File: config.mk
export PLATFORM = sky130hd
export DESIGN_NAME = tx_uart_framer
export DESIGN_NICKNAME = d
export VERILOG_FILES = /design/src/rtl/tx_uart_framer.sv
export SDC_FILE = /design/constraint.sdc
export NUM_CORES = 1
export LEC_CHECK = 0
export CAP_MARGIN = 30
export CORE_MARGIN = 2
export CORE_UTILIZATION = 45
export CTS_CLUSTER_DIAMETER = 200
export DETAILED_ROUTE_END_ITERATION = 7
export GPL_TIMING_DRIVEN = 0
export RECOVER_POWER = 25
export SLEW_MARGIN = 5
export SYNTH_ARGS = -nofsm -noshare
export SYNTH_HDL_FRONTEND = slang
export SYNTH_SLANG_ARGS = --single-unit
File: constraint.sdc
create_clock -name clk -period 9.9 [get_ports clk]
set_input_delay 1.98 -clock clk [delete_from_list [all_inputs] [get_ports clk]]
set_output_delay 1.98 -clock clk [all_outputs]
set_load 0.01 [all_outputs]
File: src/rtl/tx_uart_framer.sv
// Byte FIFO plus UART 8N1 burst transmitter: start_tx drains the whole FIFO as LSB-first frames.
// First start bit 2 cycles after start_tx; writes to a full FIFO are dropped and flagged, no stall.
module tx_uart_framer #(
  parameter int DEPTH    = 64,
  parameter int BAUD_DIV = 434
) (
  input  logic       clk,
  input  logic       reset,
  input  logic [7:0] data_tx,
  input  logic       wren_fifo_tx,
  input  logic       start_tx,
  output logic       ready_tx,
  output logic [7:0] size_fifo_tx,
  output logic       overflow,
  output logic       tx_done,
  output logic       tx_serial
);

  localparam int AW = $clog2(DEPTH);
  localparam int LW = AW + 1;
  localparam int BW = $clog2(BAUD_DIV);

  localparam logic [BW-1:0] BAUD_RELOAD = BW'(BAUD_DIV - 1);
  localparam logic [BW-1:0] BAUD_ONE    = BW'(1);
  localparam logic [LW-1:0] FULL_LEVEL  = LW'(DEPTH);
  localparam logic [LW-1:0] LEVEL_ONE   = LW'(1);
  localparam logic [AW-1:0] PTR_ONE     = AW'(1);

  typedef enum logic [2:0] {
    S_IDLE,
    S_LOAD,
    S_START,
    S_DATA,
    S_STOP
  } state_t;

  state_t        state_q, state_d;
  logic [AW-1:0] wr_ptr_q, wr_ptr_d;
  logic [AW-1:0] rd_ptr_q, rd_ptr_d;
  logic [LW-1:0] level_q, level_d;
  logic [7:0]    mem_q [DEPTH];
  logic [7:0]    shift_q, shift_d;
  logic [2:0]    bit_cnt_q, bit_cnt_d;
  logic [BW-1:0] baud_q, baud_d;
  logic          overflow_q, overflow_d;
  logic          ready_q, ready_d;
  logic          done_q, done_d;
  logic          serial_q, serial_d;

  logic pop;
  logic push;
  logic start_ok;
  logic baud_end;

  // A pop in the same cycle frees the slot, so a write into a full FIFO still lands.
  assign pop      = (state_q == S_LOAD);
  assign push     = wren_fifo_tx && ((level_q != FULL_LEVEL) || pop);
  assign start_ok = (state_q == S_IDLE) && start_tx && (level_q != '0);
  assign baud_end = (baud_q == '0);

  always_comb begin
    wr_ptr_d   = wr_ptr_q;
    rd_ptr_d   = rd_ptr_q;
    level_d    = level_q;
    overflow_d = overflow_q;

    if (push) begin
      wr_ptr_d = wr_ptr_q + PTR_ONE;
    end
    if (pop) begin
      rd_ptr_d = rd_ptr_q + PTR_ONE;
    end

    case ({push, pop})
      2'b10:   level_d = level_q + LEVEL_ONE;
      2'b01:   level_d = level_q - LEVEL_ONE;
      default: level_d = level_q;
    endcase

    if (start_ok) begin
      overflow_d = 1'b0;
    end
    if (wren_fifo_tx && !push) begin
      overflow_d = 1'b1;
    end
  end

  always_comb begin
    state_d   = state_q;
    shift_d   = shift_q;
    bit_cnt_d = bit_cnt_q;
    baud_d    = baud_q;

    unique case (state_q)
      S_IDLE: begin
        if (start_ok) begin
          state_d = S_LOAD;
        end
      end
      S_LOAD: begin
        shift_d   = mem_q[rd_ptr_q];
        bit_cnt_d = '0;
        baud_d    = BAUD_RELOAD;
        state_d   = S_START;
      end
      S_START: begin
        if (baud_end) begin
          baud_d  = BAUD_RELOAD;
          state_d = S_DATA;
        end else begin
          baud_d = baud_q - BAUD_ONE;
        end
      end
      S_DATA: begin
        if (baud_end) begin
          baud_d  = BAUD_RELOAD;
          shift_d = shift_q >> 1;
          if (bit_cnt_q == 3'd7) begin
            state_d = S_STOP;
          end else begin
            bit_cnt_d = bit_cnt_q + 3'd1;
          end
        end else begin
          baud_d = baud_q - BAUD_ONE;
        end
      end
      S_STOP: begin
        if (baud_end) begin
          baud_d  = BAUD_RELOAD;
          state_d = (level_q != '0) ? S_LOAD : S_IDLE;
        end else begin
          baud_d = baud_q - BAUD_ONE;
        end
      end
      default: begin
        state_d = S_IDLE;
      end
    endcase
  end

  // Outputs are a registered view of the current state, so every output lags the FSM by one cycle.
  always_comb begin
    ready_d  = (state_q == S_IDLE);
    done_d   = (state_q == S_IDLE) && !ready_q;
    serial_d = 1'b1;
    if (state_q == S_START) begin
      serial_d = 1'b0;
    end else if (state_q == S_DATA) begin
      serial_d = shift_q[0];
    end
  end

  always_ff @(posedge clk) begin
    if (push) begin
      mem_q[wr_ptr_q] <= data_tx;
    end
  end

  always_ff @(posedge clk) begin
    if (reset) begin
      state_q    <= S_IDLE;
      wr_ptr_q   <= '0;
      rd_ptr_q   <= '0;
      level_q    <= '0;
      shift_q    <= '0;
      bit_cnt_q  <= '0;
      baud_q     <= BAUD_RELOAD;
      overflow_q <= 1'b0;
      ready_q    <= 1'b1;
      done_q     <= 1'b0;
      serial_q   <= 1'b1;
    end else begin
      state_q    <= state_d;
      wr_ptr_q   <= wr_ptr_d;
      rd_ptr_q   <= rd_ptr_d;
      level_q    <= level_d;
      shift_q    <= shift_d;
      bit_cnt_q  <= bit_cnt_d;
      baud_q     <= baud_d;
      overflow_q <= overflow_d;
      ready_q    <= ready_d;
      done_q     <= done_d;
      serial_q   <= serial_d;
    end
  end

  assign ready_tx     = ready_q;
  assign size_fifo_tx = 8'(level_q);
  assign overflow     = overflow_q;
  assign tx_done      = done_q;
  assign tx_serial    = serial_q;

endmodule

==> results.sh, run 1 <==
export IMPL_wl_mm=57.76
export IMPL_layout_nets=1348
export IMPL_drv_slew=157
export IMPL_syn_num_nets=1247
export IMPL_hold_viol=0
export IMPL_status="finished, violations left"
export IMPL_start_util=0.4582
export IMPL_grt_max_degree=49
export IMPL_crit_family="compound AO/OA/AOI/OAI gates"
export IMPL_fin_setup_tns_ps=0
export IMPL_worst_path_largest_cell_delay_ps=470
export IMPL_multiInputGateArea_mm2=0.005687
export IMPL_crit_type="in -> reg"
export IMPL_num_vias=12098
export IMPL_dp_hpwl_mm=37.58
export IMPL_grt_util_all_layers=0.2235
export IMPL_vias_per_cell=5.933
export IMPL_grt_overflow=0
export IMPL_whs_path_depth=1
export IMPL_cp_arrival_ps=5450
export IMPL_rows=81
export IMPL_yosysSeqAreaShare=0.7288
export IMPL_fillCellCount=3939
export IMPL_drc=0
export IMPL_max_cap_violations=4
export IMPL_hold_end="tx_done$_SDFF_PP0_"
export IMPL_fmax_ghz=0.2037
export IMPL_tightest_slew_ps=2199
export IMPL_grt_pass1_vias=12053
export IMPL_synth_area_mm2=0.02252
export IMPL_dieArea_mm2=0.05186
export IMPL_area_growth_pct=13.50
export IMPL_cts_root_buf="clkbuf_16"
export IMPL_antenna_found_initial=1
export IMPL_yosysUniqueCellTypes=64
export IMPL_avgSynthCellArea_um2=18.36
export IMPL_gp_congestion=0.8679
export IMPL_reg2reg_to="level_q[6]$_SDFFE_PP0P_"
export IMPL_clockBufferDepth=3
export IMPL_fin_crit_sh=0.4958
export IMPL_min_path_type="reg -> reg"
export IMPL_regArea_mm2=0.01642
export IMPL_port_buffers=22
export IMPL_cts_tree="yes"
export IMPL_cts_resized=0
export IMPL_failed_checks="max-capacitance violations, max-slew violations"
export IMPL_final_layout_size_suffix_gt1_frac=0.1978
export IMPL_synth_edf_count=512
export IMPL_endpoint_kind="register"
export IMPL_first_pass_iters=6
export IMPL_relSlewSlack=-0.4659
export IMPL_cpMaxStageDelayCell="clkdlybuf4s50_1"
export IMPL_io_pins=24
export IMPL_leakagePower_nw=7.870
export IMPL_worstRegToRegCells=14
export IMPL_hold_buffers=0
export IMPL_ys_ff_latch=564
export IMPL_min_from="ready_tx$_SDFF_PP1_"
export IMPL_vdd_ir_drop_max_mv=0.1558
export IMPL_cts_htree_levels=2
export IMPL_path_cells="clkdlybuf4s50_1, inv_1, a41oi_2, inv_1, ha_1, clkbuf_1, xor2_1, ha_1, a21oi_1, o21ai_0, a221oi_1, a222oi_1, or3_1, a21oi_1"
export IMPL_grt_pass1_wl_mm=83.11
export IMPL_period_minus_slack_ps=4908
export IMPL_powerDensity_mw_per_mm2=221.9
export IMPL_fin_ws_ps=4992
export IMPL_cts_sinks=564
export IMPL_rsz0062_at_grt="false"
export IMPL_rrSetupSlack_ps=5980
export IMPL_wl_per_cell_um=28.33
export IMPL_pre_cts_slack_ps=4421
export IMPL_fp_dieH_um=227.7
export IMPL_clk_pin_slew_ps=60
export IMPL_drt_iter0_drc=1447
export IMPL_clk_latency_ps=620
export IMPL_synthFlopType="edfxtp_1"
export IMPL_path_buf_inv=4
export IMPL_critPathLaunchType="input pin"
export IMPL_synth_async_reset_ratio=0
export IMPL_r2r_start="level_q[1]$_SDFFE_PP0P_"
export IMPL_yosysWarningCount=0
export IMPL_ant_nets=0
export IMPL_cts_made_buffers=58
export IMPL_worstPathRequired_ps=10440
export IMPL_path_max_fanout=9
export IMPL_post_cts_buffers=0
export IMPL_coreArea_mm2=0.04915
export IMPL_syn_inst=1227
export IMPL_dieWidth_um=227.7
export IMPL_n_antenna_cell=0
export IMPL_fin_skew_ps=18.11
export IMPL_setup_violations=0
==> sequential cells by signal, summed over array words and instances, names as in the netlist, named ones only <==
register	count
mem_q	512
baud_q	9
shift_q	8
level_q	7
rd_ptr_q	6
wr_ptr_q	6
bit_cnt_q	3
state_q	3
overflow	1
ready_tx	1
tx_done	1
tx_serial	1
==> Yosys cell counts (7+ instances only) <==
cell type | instances | area (um2)
nand2_1 | 51 | 191.4
xor2_1 | 9 | 78.83
inv_1 | 10 | 37.54
nor2_1 | 105 | 394.1
mux4_1 | 7 | 183.9
nand2b_1 | 8 | 50.05
xnor2_1 | 10 | 87.58
buf_2 | 23 | 115.1
o21ai_1 | 13 | 65.06
buf_4 | 9 | 67.56
mux2i_1 | 26 | 260.3
nor2b_1 | 15 | 93.84
or3_1 | 12 | 75.07
nor3_1 | 14 | 70.07
mux4_2 | 122 | 2748
clkbuf_1 | 27 | 101.4
mux2_2 | 7 | 78.83
nand3_1 | 14 | 70.07
ha_1 | 8 | 100.1
a211oi_1 | 11 | 82.58
dfxtp_1 | 52 | 1041
o21ai_0 | 14 | 70.07
edfxtp_1 | 512 | 15370
nand3b_1 | 8 | 60.06
a22oi_1 | 20 | 150.1
a21oi_1 | 38 | 190.2
==> layout make-up <==
cell class | count | area share
flip-flops and latches | 564 | 0.6421
multi-input cells | 582 | 0.2224
clock buffers | 74 | 0.05996
well taps | 664 | 0.03250
repair buffers | 41 | 0.01547
plain buffers | 70 | 0.01483
clock inverters | 33 | 0.01106
inverters | 11 | 0.001615
==> cell families (layout without fill, tap and decap cells) <==
logic type	after synthesis	after routing	share of synthesized area
mux	162	162	0.1452
compound gates	126	126	0.03722
buf+inv	81	229	0.01867
xor+xnor	19	19	0.007388
other cells	1	1	0.0001665
flops	564	564	0.7288
fa+ha+maj	8	8	0.004444
simple gates	266	266	0.05805
==> layer usage <==
| metal | share of wire | GRT usage |
|---|---|---|
| met3 | 0.084 | 0.04758 |
| met2 | 0.47 | 0.3534 |
| met5 | 0 | 0 |
| met4 | 0.036 | 0.07936 |
| met1 | 0.41 | 0.3090 |
==> how the worst max path moves through the flow <==
stage / from / cells past startpoint / slack, ps / endpoint
detailed placement: wren_fifo_tx / 14 / 4420 / level_q[6]$_SDFFE_PP0P_
floorplan: wren_fifo_tx / 13 / 5500 / level_q[6]$_SDFFE_PP0P_
global placement: wren_fifo_tx / 14 / 4450 / level_q[6]$_SDFFE_PP0P_
CTS: wren_fifo_tx / 14 / 5050 / level_q[6]$_SDFFE_PP0P_
finish: wren_fifo_tx / 14 / 4990 / level_q[6]$_SDFFE_PP0P_
global route: wren_fifo_tx / 14 / 4790 / level_q[6]$_SDFFE_PP0P_
==> worst reg2reg max path: cells and delay by family, from the launching register on <==
family	cells	cell delay (ps)
AO/OA/AOI/OAI	6	1420
buffers and inverters	3	810
flip-flops	1	310
AND/OR/NAND/NOR	2	770
XOR/XNOR	1	120
adder cells (fa/ha/maj)	2	400
==> per-stage QoR <==
step | hold slack [ps] | utilization | instance area, um2 | power (mW) | std cells
5_1_grt | 449.5 | 0.5201 | 25560 | 5.862 | 2039
4_1_cts | 424.5 | 0.5196 | 25540 | 5.715 | 2030
3_3_place_gp | 409.5 | 0.4796 | 23570 | 3.616 | 1913
3_5_place_dp | 416.1 | 0.4827 | 23720 | 3.624 | 1923
2_1_floorplan | 440.6 | - | 22520 | 3.306 | 1227
6_report | 421.2 | 0.5201 | 25560 | 5.673 | 2039
==> report_power, final <==
part / switching (mW) / internal (mW) / total [mW]
registers: 0.0290 / 2.64 / 2.66
clock network: 0.908 / 1.20 / 2.11
logic: 0.510 / 0.393 / 0.903
==> cells in the final DEF (no fill, tap or decap), drive strengths merged, types with 4 or more instances in the layout <==
master,netlist,routed
edfxtp,512,512
mux4,129,129
clkbuf,27,111
nor2,105,105
buf,43,60
dfxtp,52,52
nand2,51,51
a21oi,38,38
o21ai,27,27
mux2i,26,26
clkinv,0,23
a22oi,20,20
nor2b,16,16
nand3,14,14
nor3,14,14
clkdlybuf4s50,0,14
inv,11,13
or3,12,12
a211oi,11,11
xnor2,10,10
xor2,9,9
nand3b,8,8
nand2b,8,8
ha,8,8
mux2,7,7
nor4,7,7
and2,6,6
nand4,6,6
nor3b,4,4
a221oi,4,4
clkinvlp,0,4
bufinv,0,4
(Power assumes the default switching activity.)
==> run 2: changes to the inputs <==
==> constraint.sdc (replaced) <==
create_clock -name clk -period 4.9 [get_ports clk]
set_input_delay 0.98 -clock clk [delete_from_list [all_inputs] [get_ports clk]]
set_output_delay 0.98 -clock clk [all_outputs]
set_load 0.01 [all_outputs]
==> results of run 2 <==
The final DEF is identical to that of run 1. Status: finished, violations left: max-capacitance violations, max-slew violations.
Main changes from that run: setup slack after placement 4421 ps -> 420.6 ps; setup slack after layout 4992 ps -> 975.1 ps; start point of the critical path wren_fifo_tx -> level_q[1]$_SDFFE_PP0P_; register-to-register setup slack 5980 ps -> 980 ps; total power 5.673 mW -> 11.46 mW; worst IR drop on VDD 0.1558 mV -> 0.3149 mV
==> run 3: changes to the inputs <==
==> constraint.sdc (replaced) <==
create_clock -name clk -period 3.36 [get_ports clk]
set_input_delay 0.672 -clock clk [delete_from_list [all_inputs] [get_ports clk]]
set_output_delay 0.672 -clock clk [all_outputs]
set_load 0.01 [all_outputs]
==> run 3 against run 2 <==
The flow still finishes with violations (max-capacitance violations, max-slew violations). Sequential share of layout area decreased by 0.072 points. Final cell count shrank 0.25%. Clock skew decreased by 4.4 ps. Combinational power rose by 46%. Worst hold slack is essentially flat. Register-to-register slack got worse by 940 ps. Clock power grew 46%. Utilization rose by 0.058 points. First-iteration DRC count rose by 3.0%. Non-clock buffer count down 5. Sequential power is 46% higher. Critical endpoint is now mem_q[11][2]$_DFFE_PP_. Highest routed layer unchanged.
==> results.sh, run 3 (same netlist as run 1, synthesis figures left out) <==
export IMPL_regArea_mm2=0.01642
export IMPL_leakagePower_nw=7.874
export IMPL_gp_congestion=0.8679
export IMPL_dp_hpwl_mm=37.58
export IMPL_failed_checks="max-capacitance violations, max-slew violations"
export IMPL_grt_overflow=0
export IMPL_drv_slew=157
export IMPL_largest_register_ffs=512
export IMPL_final_common_cell="edfxtp_1"
export IMPL_num_vias=12050
export IMPL_n_antenna_cell=0
export IMPL_vdd_ir_drop_max_mv=0.4565
export IMPL_reg2reg_to="mem_q[11][2]$_DFFE_PP_"
export IMPL_grt_max_degree=49
export IMPL_mostFrequentLayoutCells="512 x edfxtp_1, 122 x mux4_2, 104 x nor2_1, 59 x clkbuf_16, 52 x dfxtp_1"
export IMPL_p_sw_frac=0.2554
export IMPL_coreArea_mm2=0.04915
export IMPL_cts_root_buf="clkbuf_16"
export IMPL_dieWidth_um=227.7
export IMPL_fmax_ghz=0.3012
export IMPL_multiInputGateArea_mm2=0.005728
export IMPL_grt_pass1_wl_mm=83.21
export IMPL_powerDensity_mw_per_mm2=654.1
export IMPL_setup_violations=0
export IMPL_wl_mm=57.75
export IMPL_reg_largest_list="mem_q: 512 flops, baud_q: 9 flops, shift_q: 8 flops"
export IMPL_dieArea_mm2=0.05186
export IMPL_area_growth_pct=13.63
export IMPL_worstRegToRegCells=6
export IMPL_finalPower_mw=16.74
export IMPL_clk_latency_ps=610
export IMPL_status="finished, violations left"
export IMPL_fillCellCount=3931
export IMPL_cts_htree_levels=2
export IMPL_crit_type="reg -> reg"
export IMPL_fin_setup_tns_ps=0
export IMPL_clk_pin_slew_ps=60
export IMPL_grt_util_all_layers=0.2237
export IMPL_fin_crit_sh=0.9882
export IMPL_port_buffers=22
export IMPL_grt_pass1_vias=12023
export IMPL_rows=81
export IMPL_hold_buffers=0
export IMPL_min_path_type="reg -> reg"
export IMPL_hold_end="tx_done$_SDFF_PP0_"
export IMPL_r2r_start="state_q[0]$_SDFFE_PP0P_"
export IMPL_hold_viol=0
export IMPL_period_minus_slack_ps=3320
export IMPL_pre_cts_slack_ps=-811.4
export IMPL_rrSetupSlack_ps=40
export IMPL_io_pins=24
export IMPL_tightest_slew_ps=2200
export IMPL_pwr_share_comb=0.159
export IMPL_intPower_mw=12.47
export IMPL_switchingPower_mw=4.275
export IMPL_cts_tree="yes"
export IMPL_drc=0
export IMPL_fin_ws_ps=39.50
export IMPL_wl_per_cell_um=28.39
export IMPL_worstPathRequired_ps=3590
export IMPL_whs_path_depth=1
export IMPL_endpoint_kind="register"
export IMPL_fp_dieH_um=227.7
export IMPL_drt_iter0_drc=1490
export IMPL_antenna_found_initial=1
export IMPL_ant_nets=0
export IMPL_min_from="ready_tx$_SDFF_PP1_"
export IMPL_layout_nets=1343
export IMPL_power_share_sequential=0.471
export IMPL_fin_hold_ws_ps=421.0
export IMPL_start_util=0.4582
export IMPL_cts_made_buffers=58
export IMPL_path_max_fanout=8
export IMPL_vias_per_cell=5.924
export IMPL_rsz0062_at_grt="true"
export IMPL_cts_sinks=564
export IMPL_p_clk_frac=0.370
export IMPL_max_cap_violations=4
export IMPL_relSlewSlack=-0.4665
export IMPL_cp_arrival_ps=3550
export IMPL_fin_skew_ps=13.69
export IMPL_clockBufferDepth=3
export IMPL_registers_top_by_ff_count="mem_q"
export IMPL_first_pass_iters=5
export IMPL_critPathLaunchType="register"
export IMPL_final_layout_size_suffix_gt1_frac=0.2029
run 3: through the flow:
step / util / instances / cell area, um2
6_report: 0.5207 / 2034 / 25590
5_1_grt: 0.5207 / 2034 / 25590
4_1_cts: 0.5201 / 2027 / 25560
3_5_place_dp: 0.4827 / 1923 / 23720
3_3_place_gp: 0.4796 / 1913 / 23570
2_1_floorplan: - / 1227 / 22520
run 3: worst max path at each step:
stage / end / start / depth (start not counted)
after global routing: level_q[6]$_SDFFE_PP0P_ / level_q[1]$_SDFFE_PP0P_ / 12
after global placement: level_q[6]$_SDFFE_PP0P_ / wren_fifo_tx / 14
final: mem_q[11][2]$_DFFE_PP_ / state_q[0]$_SDFFE_PP0P_ / 6
after detailed placement: level_q[6]$_SDFFE_PP0P_ / wren_fifo_tx / 14
after floorplan: level_q[6]$_SDFFE_PP0P_ / level_q[1]$_SDFFE_PP0P_ / 14
after CTS: shift_q[0]$_SDFFE_PP0P_ / register / 9
run 3: power by group through the flow:
stage               clock network [mW]  registers [mW]  logic, mW
global route                      6.57            7.90       2.83
CTS                               6.30            7.87       2.69
floorplan                            0            7.99       1.75
finish                            6.20            7.88       2.66
detailed placement                   0            8.00       2.68
global placement                     0            8.01       2.64
run 3: worst max-delay path, stage by stage (launching register included):
cell     delay [ps]
dfxtp_1         360
or3b_1          480
a41oi_4         190
inv_1           160
nor2_1          230
nand3_1         550
nor2_1          960
run 3: what timing repair did:
item	CTS	global route
setup buffers	1	0
resized for setup	6	4
setup endpoints to repair	191	14
endpoints found under the hold margin	0	0
pin swaps	1	0
run 3: final cells by class:
class	instances	area share
Clock buffer	74	0.05989
Inverter	11	0.001613
Buffer	65	0.01432
Sequential cell	564	0.6414
Clock inverter	33	0.01105
Timing Repair Buffer	41	0.01545
Multi-Input combinational cell	582	0.2238
Tap cell	664	0.03246
run 3: per-layer routing:
layer  track usage  vias to the layer above  wire length [um]  part of all wire
li1              -                     5137                 -                 -
met1        0.3102                     6332             24270              0.42
met2        0.3535                      472             27130              0.47
met3       0.04770                      109              4415             0.076
met4       0.07792                        0              1932             0.033
met5             0                        -                 0                 0
